<file path="config.mk">
export PLATFORM = sky130hd
export DESIGN_NAME = pcie_test_seq_ctrl_flat
export DESIGN_NICKNAME = d
export VERILOG_FILES = /design/src/rtl/pcie_test_seq_pkg.sv /design/src/rtl/pcie_test_seq_ctrl_if.sv /design/src/rtl/pcie_test_seq_pick.sv /design/src/rtl/pcie_test_seq_ctrl.sv /design/src/flat_wrapper.sv
export SDC_FILE = /design/constraint.sdc
export NUM_CORES = 1
export LEC_CHECK = 0
export CORE_MARGIN = 1.5
export CORE_UTILIZATION = 50
export CTS_CLUSTER_SIZE = 8
export DETAILED_ROUTE_END_ITERATION = 8
export PLACE_DENSITY_LB_ADDON = 0.05
export SYNTH_ARGS = -nofsm -noshare
export SYNTH_HDL_FRONTEND = slang
export SYNTH_HIERARCHICAL = 1
export SYNTH_SLANG_ARGS = --single-unit
</file>
<file path="constraint.sdc">
create_clock -name clk -period 5.2 [get_ports clk]
set_input_delay 0.52 -clock clk [delete_from_list [all_inputs] [get_ports clk]]
set_output_delay 0.52 -clock clk [all_outputs]
set_load 0.05 [all_outputs]
</file>
<file path="src/rtl/pcie_test_seq_pkg.sv">
// Shared types and widths for the PCIe test sequencer.
// Latency: n/a (declarations only).
// Backpressure: n/a.
package pcie_test_seq_pkg;

    // Sequencer FSM states.
    typedef enum logic [2:0] {
        ST_IDLE   = 3'd0,
        ST_SELECT = 3'd1,
        ST_RUN    = 3'd2,
        ST_GAP    = 3'd3,
        ST_DONE   = 3'd4
    } seq_state_e;

    // Width of slot index outputs (covers up to 32 slots).
    localparam int IDX_W = 5;
    // Width of the per-sequence result counters.
    localparam int CNT_W = 6;
    localparam logic [CNT_W-1:0] CNT_MAX = '1;

endpackage

</file>
<file path="src/rtl/pcie_test_seq_ctrl_if.sv">
// Slot-side bus between the sequencer and the test slots.
// Latency: n/a (wires only).
// Backpressure: none; done is a level the sequencer polls while a slot runs.
// Signals: test_en (one-hot slot enable), test_rst (slot reset),
//          test_done / test_fail (per-slot status levels).
interface pcie_test_seq_ctrl_if #(
    parameter int NUM_TESTS = 17
);
    logic [NUM_TESTS-1:0] test_en;
    logic                 test_rst;
    logic [NUM_TESTS-1:0] test_done;
    logic [NUM_TESTS-1:0] test_fail;

    modport master (output test_en, output test_rst, input test_done, input test_fail);
    modport slave  (input test_en, input test_rst, output test_done, output test_fail);
endinterface

</file>
<file path="src/rtl/pcie_test_seq_pick.sv">
// Finds the lowest set mask bit at or above a scan pointer.
// Latency: combinational.
// Backpressure: none.
// Ports: mask_i (slot mask), ptr_i (scan start), found_o, idx_o (selected slot).
module pcie_test_seq_pick
    import pcie_test_seq_pkg::*;
#(
    parameter int NUM_TESTS = 17
) (
    input  logic [NUM_TESTS-1:0] mask_i,
    input  logic [IDX_W-1:0]     ptr_i,
    output logic                 found_o,
    output logic [IDX_W-1:0]     idx_o
);
    // Scan high to low so the last hit written is the lowest qualifying bit.
    always_comb begin
        found_o = 1'b0;
        idx_o   = '0;
        for (int i = NUM_TESTS - 1; i >= 0; i--) begin
            if (mask_i[i] && (i >= int'(ptr_i))) begin
                found_o = 1'b1;
                idx_o   = IDX_W'(i);
            end
        end
    end
endmodule

</file>
<file path="src/rtl/pcie_test_seq_ctrl.sv">
// Runs masked test slots one at a time with timeout and a reset gap between slots.
// Latency: start -> SELECT next cycle; all outputs registered, aligned with FSM state.
// Backpressure: none; start is ignored while a sequence is in progress.
// Ports: clk/rst, start + config (test_mask, stop_on_fail, tmo_limit), slot bus
//        (interface master), status (busy, seq_done, seq_pass, cur_idx,
//        first_err_idx, pass_cnt, fail_cnt, tmo_cnt).
module pcie_test_seq_ctrl
    import pcie_test_seq_pkg::*;
#(
    parameter int NUM_TESTS  = 17,
    parameter int TMO_W      = 32,
    parameter int GAP_CYCLES = 16
) (
    input  logic                 clk,
    input  logic                 rst,
    input  logic                 start,
    input  logic [NUM_TESTS-1:0] test_mask,
    input  logic                 stop_on_fail,
    input  logic [TMO_W-1:0]     tmo_limit,
    pcie_test_seq_ctrl_if.master slot,
    output logic                 busy,
    output logic                 seq_done,
    output logic                 seq_pass,
    output logic [IDX_W-1:0]     cur_idx,
    output logic [IDX_W-1:0]     first_err_idx,
    output logic [CNT_W-1:0]     pass_cnt,
    output logic [CNT_W-1:0]     fail_cnt,
    output logic [CNT_W-1:0]     tmo_cnt
);
    seq_state_e           state_q, state_d;
    logic [NUM_TESTS-1:0] mask_q, mask_d;
    logic [TMO_W-1:0]     limit_q, limit_d;
    logic                 stop_q, stop_d;
    logic [IDX_W-1:0]     ptr_q, ptr_d;
    logic [IDX_W-1:0]     cur_q, cur_d;
    logic [IDX_W-1:0]     ferr_q, ferr_d;
    logic                 err_q, err_d;
    logic [CNT_W-1:0]     pass_q, pass_d, fail_q, fail_d, tmo_q, tmo_d;
    logic [TMO_W-1:0]     tctr_q, tctr_d;
    logic [7:0]           gap_q, gap_d;
    logic [NUM_TESTS-1:0] en_q, en_d;
    logic                 trst_q, trst_d;
    logic                 busy_q, busy_d;
    logic                 sdone_q, sdone_d;
    logic                 spass_q, spass_d;
    logic                 pick_found;
    logic [IDX_W-1:0]     pick_idx;
    logic                 rec_err;

    pcie_test_seq_pick #(.NUM_TESTS(NUM_TESTS)) u_pick (
        .mask_i  (mask_q),
        .ptr_i   (ptr_q),
        .found_o (pick_found),
        .idx_o   (pick_idx)
    );

    always_comb begin
        state_d = state_q;
        mask_d  = mask_q;
        limit_d = limit_q;
        stop_d  = stop_q;
        ptr_d   = ptr_q;
        cur_d   = cur_q;
        ferr_d  = ferr_q;
        err_d   = err_q;
        pass_d  = pass_q;
        fail_d  = fail_q;
        tmo_d   = tmo_q;
        tctr_d  = tctr_q;
        gap_d   = gap_q;
        rec_err = 1'b0;

        case (state_q)
            ST_IDLE, ST_DONE: begin
                if (start) begin
                    mask_d  = test_mask;
                    limit_d = tmo_limit;
                    stop_d  = stop_on_fail;
                    ptr_d   = '0;
                    pass_d  = '0;
                    fail_d  = '0;
                    tmo_d   = '0;
                    ferr_d  = '0;
                    err_d   = 1'b0;
                    state_d = ST_SELECT;
                end
            end
            ST_SELECT: begin
                if (pick_found) begin
                    cur_d   = pick_idx;
                    tctr_d  = '0;
                    state_d = ST_RUN;
                end else begin
                    state_d = ST_DONE;
                end
            end
            ST_RUN: begin
                // Done takes priority over a timeout landing in the same cycle.
                if (slot.test_done[cur_q]) begin
                    if (slot.test_fail[cur_q]) begin
                        fail_d  = (fail_q == CNT_MAX) ? fail_q : fail_q + CNT_W'(1);
                        rec_err = 1'b1;
                    end else begin
                        pass_d = (pass_q == CNT_MAX) ? pass_q : pass_q + CNT_W'(1);
                    end
                    state_d = ST_GAP;
                end else if ((limit_q != '0) && (tctr_q == limit_q - TMO_W'(1))) begin
                    tmo_d   = (tmo_q == CNT_MAX) ? tmo_q : tmo_q + CNT_W'(1);
                    rec_err = 1'b1;
                    state_d = ST_GAP;
                end else begin
                    tctr_d = (tctr_q == '1) ? tctr_q : tctr_q + TMO_W'(1);
                end
                if (state_d == ST_GAP) begin
                    gap_d = '0;
                    ptr_d = cur_q + IDX_W'(1);
                end
                // Only the first error of a sequence is recorded.
                if (rec_err && !err_q) begin
                    ferr_d = cur_q;
                    err_d  = 1'b1;
                end
            end
            ST_GAP: begin
                if (gap_q == 8'(GAP_CYCLES - 1)) begin
                    // Last slot checked explicitly: the scan pointer would wrap at 32 slots.
                    if ((err_q && stop_q) || (cur_q == IDX_W'(NUM_TESTS - 1)))
                        state_d = ST_DONE;
                    else
                        state_d = ST_SELECT;
                end else begin
                    gap_d = gap_q + 8'd1;
                end
            end
            default: state_d = ST_IDLE;
        endcase

        // Outputs are derived from next state so they line up with the state register.
        en_d    = (state_d == ST_RUN) ? (NUM_TESTS'(1) << cur_d) : '0;
        trst_d  = (state_d != ST_RUN);
        busy_d  = (state_d == ST_SELECT) || (state_d == ST_RUN) || (state_d == ST_GAP);
        sdone_d = (state_d == ST_DONE);
        spass_d = (state_d == ST_DONE) && (fail_d == '0) && (tmo_d == '0);
    end

    always_ff @(posedge clk) begin
        if (rst) begin
            state_q <= ST_IDLE;
            mask_q  <= '0;
            limit_q <= '0;
            stop_q  <= 1'b0;
            ptr_q   <= '0;
            cur_q   <= '0;
            ferr_q  <= '0;
            err_q   <= 1'b0;
            pass_q  <= '0;
            fail_q  <= '0;
            tmo_q   <= '0;
            tctr_q  <= '0;
            gap_q   <= '0;
            en_q    <= '0;
            trst_q  <= 1'b1;
            busy_q  <= 1'b0;
            sdone_q <= 1'b0;
            spass_q <= 1'b0;
        end else begin
            state_q <= state_d;
            mask_q  <= mask_d;
            limit_q <= limit_d;
            stop_q  <= stop_d;
            ptr_q   <= ptr_d;
            cur_q   <= cur_d;
            ferr_q  <= ferr_d;
            err_q   <= err_d;
            pass_q  <= pass_d;
            fail_q  <= fail_d;
            tmo_q   <= tmo_d;
            tctr_q  <= tctr_d;
            gap_q   <= gap_d;
            en_q    <= en_d;
            trst_q  <= trst_d;
            busy_q  <= busy_d;
            sdone_q <= sdone_d;
            spass_q <= spass_d;
        end
    end

    assign slot.test_en   = en_q;
    assign slot.test_rst  = trst_q;
    assign busy           = busy_q;
    assign seq_done       = sdone_q;
    assign seq_pass       = spass_q;
    assign cur_idx        = cur_q;
    assign first_err_idx  = ferr_q;
    assign pass_cnt       = pass_q;
    assign fail_cnt       = fail_q;
    assign tmo_cnt        = tmo_q;
endmodule

</file>
<file path="src/flat_wrapper.sv">
// flat-port wrapper written by rule: the top's interface ports become plain ports
module pcie_test_seq_ctrl_flat import pcie_test_seq_pkg::*;
#(
    parameter int NUM_TESTS  = 17,
    parameter int TMO_W      = 32,
    parameter int GAP_CYCLES = 16
)
  (clk, rst, start, test_mask, stop_on_fail, tmo_limit, busy, seq_done, seq_pass, cur_idx, first_err_idx, pass_cnt, fail_cnt, tmo_cnt, slot_test_en, slot_test_rst, slot_test_done, slot_test_fail);
  pcie_test_seq_ctrl_if #(.NUM_TESTS(NUM_TESTS)) slot_i ();
  input  logic clk;
  input  logic rst;
  input  logic start;
  input  logic [NUM_TESTS-1:0] test_mask;
  input  logic stop_on_fail;
  input  logic [TMO_W-1:0] tmo_limit;
  output logic busy;
  output logic seq_done;
  output logic seq_pass;
  output logic [IDX_W-1:0] cur_idx;
  output logic [IDX_W-1:0] first_err_idx;
  output logic [CNT_W-1:0] pass_cnt;
  output logic [CNT_W-1:0] fail_cnt;
  output logic [CNT_W-1:0] tmo_cnt;
  output wire logic [$bits(slot_i.test_en)-1:0] slot_test_en;
  output wire logic [$bits(slot_i.test_rst)-1:0] slot_test_rst;
  input wire logic [$bits(slot_i.test_done)-1:0] slot_test_done;
  input wire logic [$bits(slot_i.test_fail)-1:0] slot_test_fail;
  assign slot_test_en = slot_i.test_en;
  assign slot_test_rst = slot_i.test_rst;
  assign slot_i.test_done = slot_test_done;
  assign slot_i.test_fail = slot_test_fail;
  pcie_test_seq_ctrl #(.NUM_TESTS(NUM_TESTS), .TMO_W(TMO_W), .GAP_CYCLES(GAP_CYCLES)) u_core (.clk(clk), .rst(rst), .start(start), .test_mask(test_mask), .stop_on_fail(stop_on_fail), .tmo_limit(tmo_limit), .slot(slot_i), .busy(busy), .seq_done(seq_done), .seq_pass(seq_pass), .cur_idx(cur_idx), .first_err_idx(first_err_idx), .pass_cnt(pass_cnt), .fail_cnt(fail_cnt), .tmo_cnt(tmo_cnt));
endmodule
</file>
==> results.py, run 1 <==
metrics = {
    "run_status": {
        "status": "finished, final reports clean",
    },
    "routing": {
        "firstDrtPassIters": 6,
        "ant_nets": 0,
        "drt-initial-drc-count": 444,
        "vias": 7904,
        "drc": 0,
        "wl_um": 22700,
        "wire_per_inst_um": 16.3,
        "vias_per_cell": 5.69,
    },
    "yosys": {
        "syn-num-nets": 1153,
        "synth_edf_count": 0,
        "synthCells": 1057,
        "synth_top_cells_by_area": "dfxtp_1 (36%), nand2_1 (8.1%), a21oi_1 (5.7%)",
        "ys_warn_count": 6,
        "synth.largest_area_cell": "dfxtp_1",
        "synth_async_sr_flop_share_pct": 0,
        "syn_area_per_cell_um2": 7.87,
        "synth-seq-cells": 148,
        "synthFlopType": "dfxtp_1",
        "yosysSeqAreaShare_pct": 35.6,
        "syn_area_um2": 8320,
        "yosysUniqueCellTypes": 80,
        "synth_top_area_share_pct": 35.6,
    },
    "worst_setup_path": {
        "worstReg2RegEnd": "u_core/tctr_q[29]",
        "max_stage_delay_ps": 620,
        "worst_setup_path_end_kind": "flop",
        "start_kind": "flop",
        "arrival_ps": 4360,
        "r2r-start": "u_core/ptr_q[1]",
        "r2r_setup_slack_ps": 1160,
        "ff2ff_path_depth": 14,
        "slowest_stage": "a31oi_4",
        "crit_type": "reg2reg",
        "cp_num_buf_inv": 0,
        "cp_top_family": "simple AND/OR/NAND/NOR gates",
        "worstPathMaxFanout": 27,
        "cp.required_ps": 5520,
        "worstPathCellList": "nor4b_2 > nor2_1 > a211oi_2 > a21o_1 > nand3b_1 > nor2b_1 > mux2i_1 > or2_2 > a31oi_1 > o21ai_0 > a31oi_4 > nand3_1 > or3_1 > a21oi_1",
    },
    "power": {
        "ir_drop_mv": 0.277,
        "powerDensity_nw_per_um2": 536,
        "p_leak_nw": 3.65,
    },
    "grt": {
        "grt_max_degree": 94,
        "grtUsageMet2_pct": 44.5,
        "top_usage_layer": "met2",
        "use_met1_pct": 33.2,
        "grt_pass1_vias": 7573,
        "grt_pass1_wl_um": 37800,
        "grt-ovfl-total": 0,
        "antenna_found_initial": 0,
        "groute.layer.met3.usage_pct": 6.11,
        "track_usage_pct": 26.5,
    },
    "timing": {
        "tightest_slew_ps": 1130,
        "relSlewSlack_pct": 25.0,
        "fmax_ghz": 0.247,
        "fin_tns_setup_ps": 0,
        "setup_viol": 0,
        "drv_slew": 0,
        "period_share_pct": 77.7,
        "fin_skew_ps": 11.0,
        "layout_min_cycle_time_ps": 4040,
        "hold_violations": 0,
        "grt_setup_unrepaired": "false",
    },
    "floorplanning": {
        "core_um2": 16100,
        "die_w_um": 132,
        "boundaryPins": 136,
        "die_y_um": 132,
        "dieArea_um2": 17400,
        "start_util_pct": 51.8,
        "rows": 46,
    },
    "cts": {
        "clk_latency_ps": 420,
        "cts_made_buffers": 17,
        "clkSinkCount": 148,
        "cts.clk_slew.worst_paths_ps": 60,
        "cts_buffer_depth": 2,
        "htreeDepth": 4,
        "postCtsSetupBuffers": 0,
        "cts_tree": "yes",
        "cts_resized": 0,
        "cts-root-buf": "clkbuf_16",
        "ctsHoldBuffers": 0,
    },
    "layout": {
        "layout.nets": 1257,
        "drive_above_1_share_pct": 6.90,
        "areaGrowthSynthToFinish_pct": 24.3,
        "antenna_cells": 0,
        "finalNonFillerCells": 1390,
    },
    "worst_hold_path": {
        "hold_path_end": "u_core/mask_q[10]",
        "hold_path_class": "reg2reg",
        "hp-start": "u_core/mask_q[10]",
        "holdPathStages": 2,
    },
    "placement": {
        "dpl.cell_count": 1358,
        "hpwlAfterDp_um": 16400,
        "place.gp.congestion": 0.910,
        "io_buffers": 135,
    },
    "run": {
        "cap_violations": 0,
    },
}
[cell usage after synthesis, types with 5 or more instances]
cell type	number
nand2b_1	13
a22o_1	6
dfxtp_1	148
mux2i_1	12
nor2b_1	10
o21ai_0	16
and4_1	7
nand3b_1	9
nand2_1	179
and2_1	10
inv_1	17
a31oi_1	10
clkbuf_1	38
buf_1	6
nor3_1	42
xor2_1	31
a21o_1	9
nand3_1	40
and3_1	20
xnor2_1	52
nor4_1	17
a21oi_1	94
buf_2	5
nand4_1	34
ha_1	9
or2_2	6
a22oi_1	8
nor2_1	93
o211ai_1	5
or3_1	13
o31ai_1	7
[cell usage in the layout (no fill, tap or decap), drive strengths merged, types with 9 or more instances in the layout]
master         synthesis  routed
mux2i                 12      12
nand3b                 9       9
dfxtp                148     148
nand4                 34      34
inv                   17      20
nand2                182     182
xnor2                 52      52
nor3                  43      43
ha                     9       9
a21o                   9       9
and3                  20      20
a21oi                 96      96
clkbuf                39      19
clkdlybuf4s50          0     134
nor4                  23      23
and2                  11      11
o21ai                 19      19
nand2b                13      13
nand3                 40      40
or3                   13      13
nor2                  94      94
nor2b                 10      10
a31oi                 12      12
xor2                  31      31
[state kept, by name, summed over array words and instances (netlist names)]
name,flops
u_core/stop_q,1
u_core/busy,1
u_core/seq_pass,1
u_core/cur_idx,5
u_core/slot.test_rst,1
u_core/pass_cnt,6
u_core/state_q,3
u_core/seq_done,1
u_core/mask_q,17
u_core/ptr_q,5
u_core/tctr_q,32
u_core/first_err_idx,5
u_core/slot.test_en,17
u_core/gap_q,8
u_core/fail_cnt,6
u_core/tmo_cnt,6
u_core/err_q,1
u_core/limit_q,32
[power breakdown]
part	internal (W)	switching, W
Clock	0.000739	0.000506
Sequential	0.00131	0.000276
Combinational	0.000970	0.00174
Total	0.00302	0.00253
[logic make-up (layout without fill, tap and decap cells)]
logic type | after synthesis | after routing | synth area share, %
fa+ha+maj | 9 | 9 | 1.35
buf+inv | 74 | 191 | 3.88
xor+xnor | 83 | 83 | 8.74
simple gates | 525 | 525 | 31.9
mux | 16 | 16 | 2.53
flops | 148 | 148 | 35.6
compound gates | 202 | 202 | 16.0
[area by class of cell]
cell class,count,area [um^2]
Clock buffer,19,453
Clock inverter,13,150
Fill cell,1417,5710
Inverter,17,63.8
Multi-Input combinational cell,835,5040
Sequential cell,148,2960
Tap cell,216,270
Timing Repair Buffer,142,1400
[per-stage QoR]
step           hold slack [ps]  utilization (%)  worst slack, ps  cell area (um^2)  power, W
2_1_floorplan              432                -             1950              8320   0.00357
3_3_place_gp               445             60.7             1290              9740   0.00426
3_5_place_dp               446             60.7             1230              9740   0.00428
4_1_cts                    455             64.4             1170             10300   0.00554
5_1_grt                    472             64.4              678             10300   0.00592
6_report                   454             64.4             1160             10300   0.00554
[layer usage]
metal  wire [um]  up-vias
met3        1160       36
li1            -     3991
met5           0        -
met2       10900      225
met4         475        0
met1       10100     3652
[worst max-delay path by stage]
stage	startpoint	endpoint	cells after the start
finish	u_core/ptr_q[1]	u_core/tctr_q[29]	14
global route	u_core/ptr_q[1]	u_core/tctr_q[29]	14
CTS	u_core/ptr_q[1]	u_core/tctr_q[29]	14
detailed placement	u_core/ptr_q[1]	u_core/tctr_q[29]	14
global placement	u_core/ptr_q[1]	u_core/tctr_q[29]	14
floorplan	u_core/cur_idx[1]	u_core/seq_pass	13
[tightest hold or removal path, cell delays in order (launching register included)]
cell and delay [ps]:
dfxtp_1 310, nand2_1 50, a21oi_1 50
Power figures use the tool's default switching activity.
==> run 2: changes to the inputs <==
clock period = 4.1 ns   (was 5.2 ns; I/O delays follow)
==> run 2 against run 1 <==
  * Utilization increased by 1.1 points
  * First-iteration DRC count rose by 46%
  * Sequential share of layout area fell by 0.48 points
  * Sequential power increased by 27%
  * Via count rose by 1.6%
  * Final cell count increased by 1.4%
  * Critical path depth unchanged
  * Global-route usage is 0.20 points higher
  * Power grew 32%
  * Die area stayed put
  * Hold slack lost 22 ps
  * Maximum frequency is 3.5% higher
  * Critical endpoint is now u_core/tctr_q[26]
==> results.py, run 2 (same netlist as run 1, synthesis figures left out) <==
metrics = {
    "run_status": {
        "status": "finished, final reports clean",
    },
    "routing": {
        "firstDrtPassIters": 7,
        "vias": 8032,
        "vias_per_cell": 5.70,
        "drt-initial-drc-count": 649,
        "ant_nets": 0,
        "wire_per_inst_um": 16.5,
        "wl_um": 23300,
        "drc": 0,
    },
    "power": {
        "powerDensity_nw_per_um2": 696,
        "ir_drop_mv": 0.389,
        "combPwrFrac_pct": 50.1,
        "power.share.sequential_pct": 27.3,
        "p_int_w": 0.00405,
        "p_leak_nw": 3.76,
        "power_frac_clock_pct": 22.7,
        "p_sw_share_pct": 44.6,
        "netSwitchingPower_w": 0.00327,
    },
    "layout": {
        "final_area_um2": 10500,
        "fill_cells": 1370,
        "finalNonFillerCells": 1409,
        "antenna_cells": 0,
        "final_common_cell": "nand2_1",
        "drive_above_1_share_pct": 8.21,
        "areaGrowthSynthToFinish_pct": 26.4,
        "top_regs": "u_core/limit_q: 32 flops, u_core/tctr_q: 32 flops",
        "final_cell_mix": "nand2_1 (178), dfxtp_1 (148), clkdlybuf4s50_1 (134)",
        "layout.nets": 1277,
    },
    "cts": {
        "ctsHoldBuffers": 0,
        "cts.clk_slew.worst_paths_ps": 60,
        "clkSinkCount": 148,
        "cts_resized": 0,
        "cts_tree": "yes",
        "clk_latency_ps": 420,
        "htreeDepth": 4,
        "cts_buffer_depth": 2,
        "cts_made_buffers": 17,
        "cts-root-buf": "clkbuf_16",
    },
    "worst_setup_path": {
        "arrival_ps": 4200,
        "cp_num_buf_inv": 0,
        "max_stage_delay_ps": 660,
        "cp_top_family": "compound AO/OA/AOI/OAI gates",
        "cpMostUsedCell": "nor2_1",
        "crit_type": "reg2reg",
        "worstPathMaxFanout": 14,
        "slowest_stage": "a31oi_2",
        "worstPathCellList": "nor4b_2 > nor2_1 > a211oi_2 > a21o_1 > nand3b_1 > nor2b_1 > mux2i_1 > or2_2 > a31oi_1 > o21ai_0 > a31oi_2 > nand3_1 > xor2_1 > nor2_1",
        "start_kind": "flop",
        "cp.required_ps": 4400,
        "worst_setup_path_end_kind": "flop",
    },
    "timing": {
        "postLayoutSetupSlackWorst_ps": 197,
        "grt_setup_unrepaired": "true",
        "relSlewSlack_pct": 50.9,
        "tightest_slew_ps": 729,
        "period_share_pct": 95.2,
        "hold_violations": 0,
        "setup_viol": 0,
        "layout_min_cycle_time_ps": 3900,
        "drv_slew": 0,
        "whs_ps": 431,
        "fmax_ghz": 0.256,
        "fin_skew_ps": 12.1,
    },
    "worst_hold_path": {
        "hold_path_class": "in2reg",
    },
    "floorplanning": {
        "dieArea_um2": 17400,
        "start_util_pct": 51.8,
        "die_w_um": 132,
        "die_y_um": 132,
        "core_um2": 16100,
        "rows": 46,
        "boundaryPins": 136,
    },
    "grt": {
        "grt_pass1_wl_um": 38100,
        "antenna_found_initial": 0,
        "track_usage_pct": 26.7,
        "grt-ovfl-total": 0,
        "grt_pass1_vias": 7684,
        "grt_max_degree": 52,
    },
    "placement": {
        "preCtsSetupSlack_ps": 111,
        "dpl.cell_count": 1373,
        "place.gp.congestion": 0.961,
        "io_buffers": 135,
        "postPlaceCellArea_um2": 9850,
        "hpwlAfterDp_um": 16800,
    },
    "run": {
        "cap_violations": 0,
    },
}
[run 2: cell types whose count changed in the layout (fill, tap and decap cells not counted), moves of 2 or more]
cell / previous run / this run
buf_4: 7 / 26
bufinv_16: 2 / 4
clkbuf_1: 0 / 2
clkinvlp_4: 5 / 3
inv_6: 3 / 1
[run 2: layout make-up]
cell class,count,area [um^2],share of cell area (%)
Tap cell,216,270,2.57
Clock buffer,20,447,4.25
Timing Repair Buffer,161,1540,14.7
Sequential cell,148,2960,28.2
Multi-Input combinational cell,836,5060,48.1
Clock inverter,11,178,1.69
Inverter,17,63.8,0.607
[run 2: worst register-to-register path: stages (launching register included)]
cell and delay, ps:
dfxtp_1 450, nor4b_2 390, nor2_1 90, a211oi_2 250
a21o_1 190, nand3b_1 160, nor2b_1 270, mux2i_1 110
or2_2 290, a31oi_1 200, o21ai_0 280, a31oi_2 660
nand3_1 200, xor2_1 180, nor2_1 50
[run 2: power by group through the flow]
stage	Combinational, W	Sequential [W]	Clock [W]
after floorplan	0.00254	0.00199	0
after global placement	0.00349	0.00202	0
after detailed placement	0.00352	0.00202	0
after CTS	0.00355	0.00199	0.00167
after global routing	0.00400	0.00203	0.00174
final	0.00367	0.00200	0.00166
[run 2: final timing paths]
path	from	endpoint	slack (ps)	cells after the start
worst min register to register	u_core/mask_q[10]	u_core/mask_q[10]	450	2
worst max-delay path	u_core/ptr_q[0]	u_core/tctr_q[26]	200	14
worst min-delay path	rst	u_core/state_q[0]	430	2
worst max register to register	u_core/ptr_q[0]	u_core/tctr_q[26]	200	14
[run 2: timing repair]
item,CTS,global route
setup buffers,0,4
endpoints found under the hold margin,0,0
setup endpoints to repair,0,4
[run 2: metal layers]
layer	share of wire [%]	track usage [%]
met1	45	33.5
met2	48	45.1
met3	4.7	5.50
met4	2.4	9.94
met5	0	0
[run 2: per-stage QoR]
step	total power, W	setup TNS [ps]	util, %
finish	0.00732	0	65.5
floorplan	0.00453	0	-
global route	0.00777	-113	65.5
detailed placement	0.00554	0	61.4
global placement	0.00551	0	61.4
CTS	0.00722	0	65.2
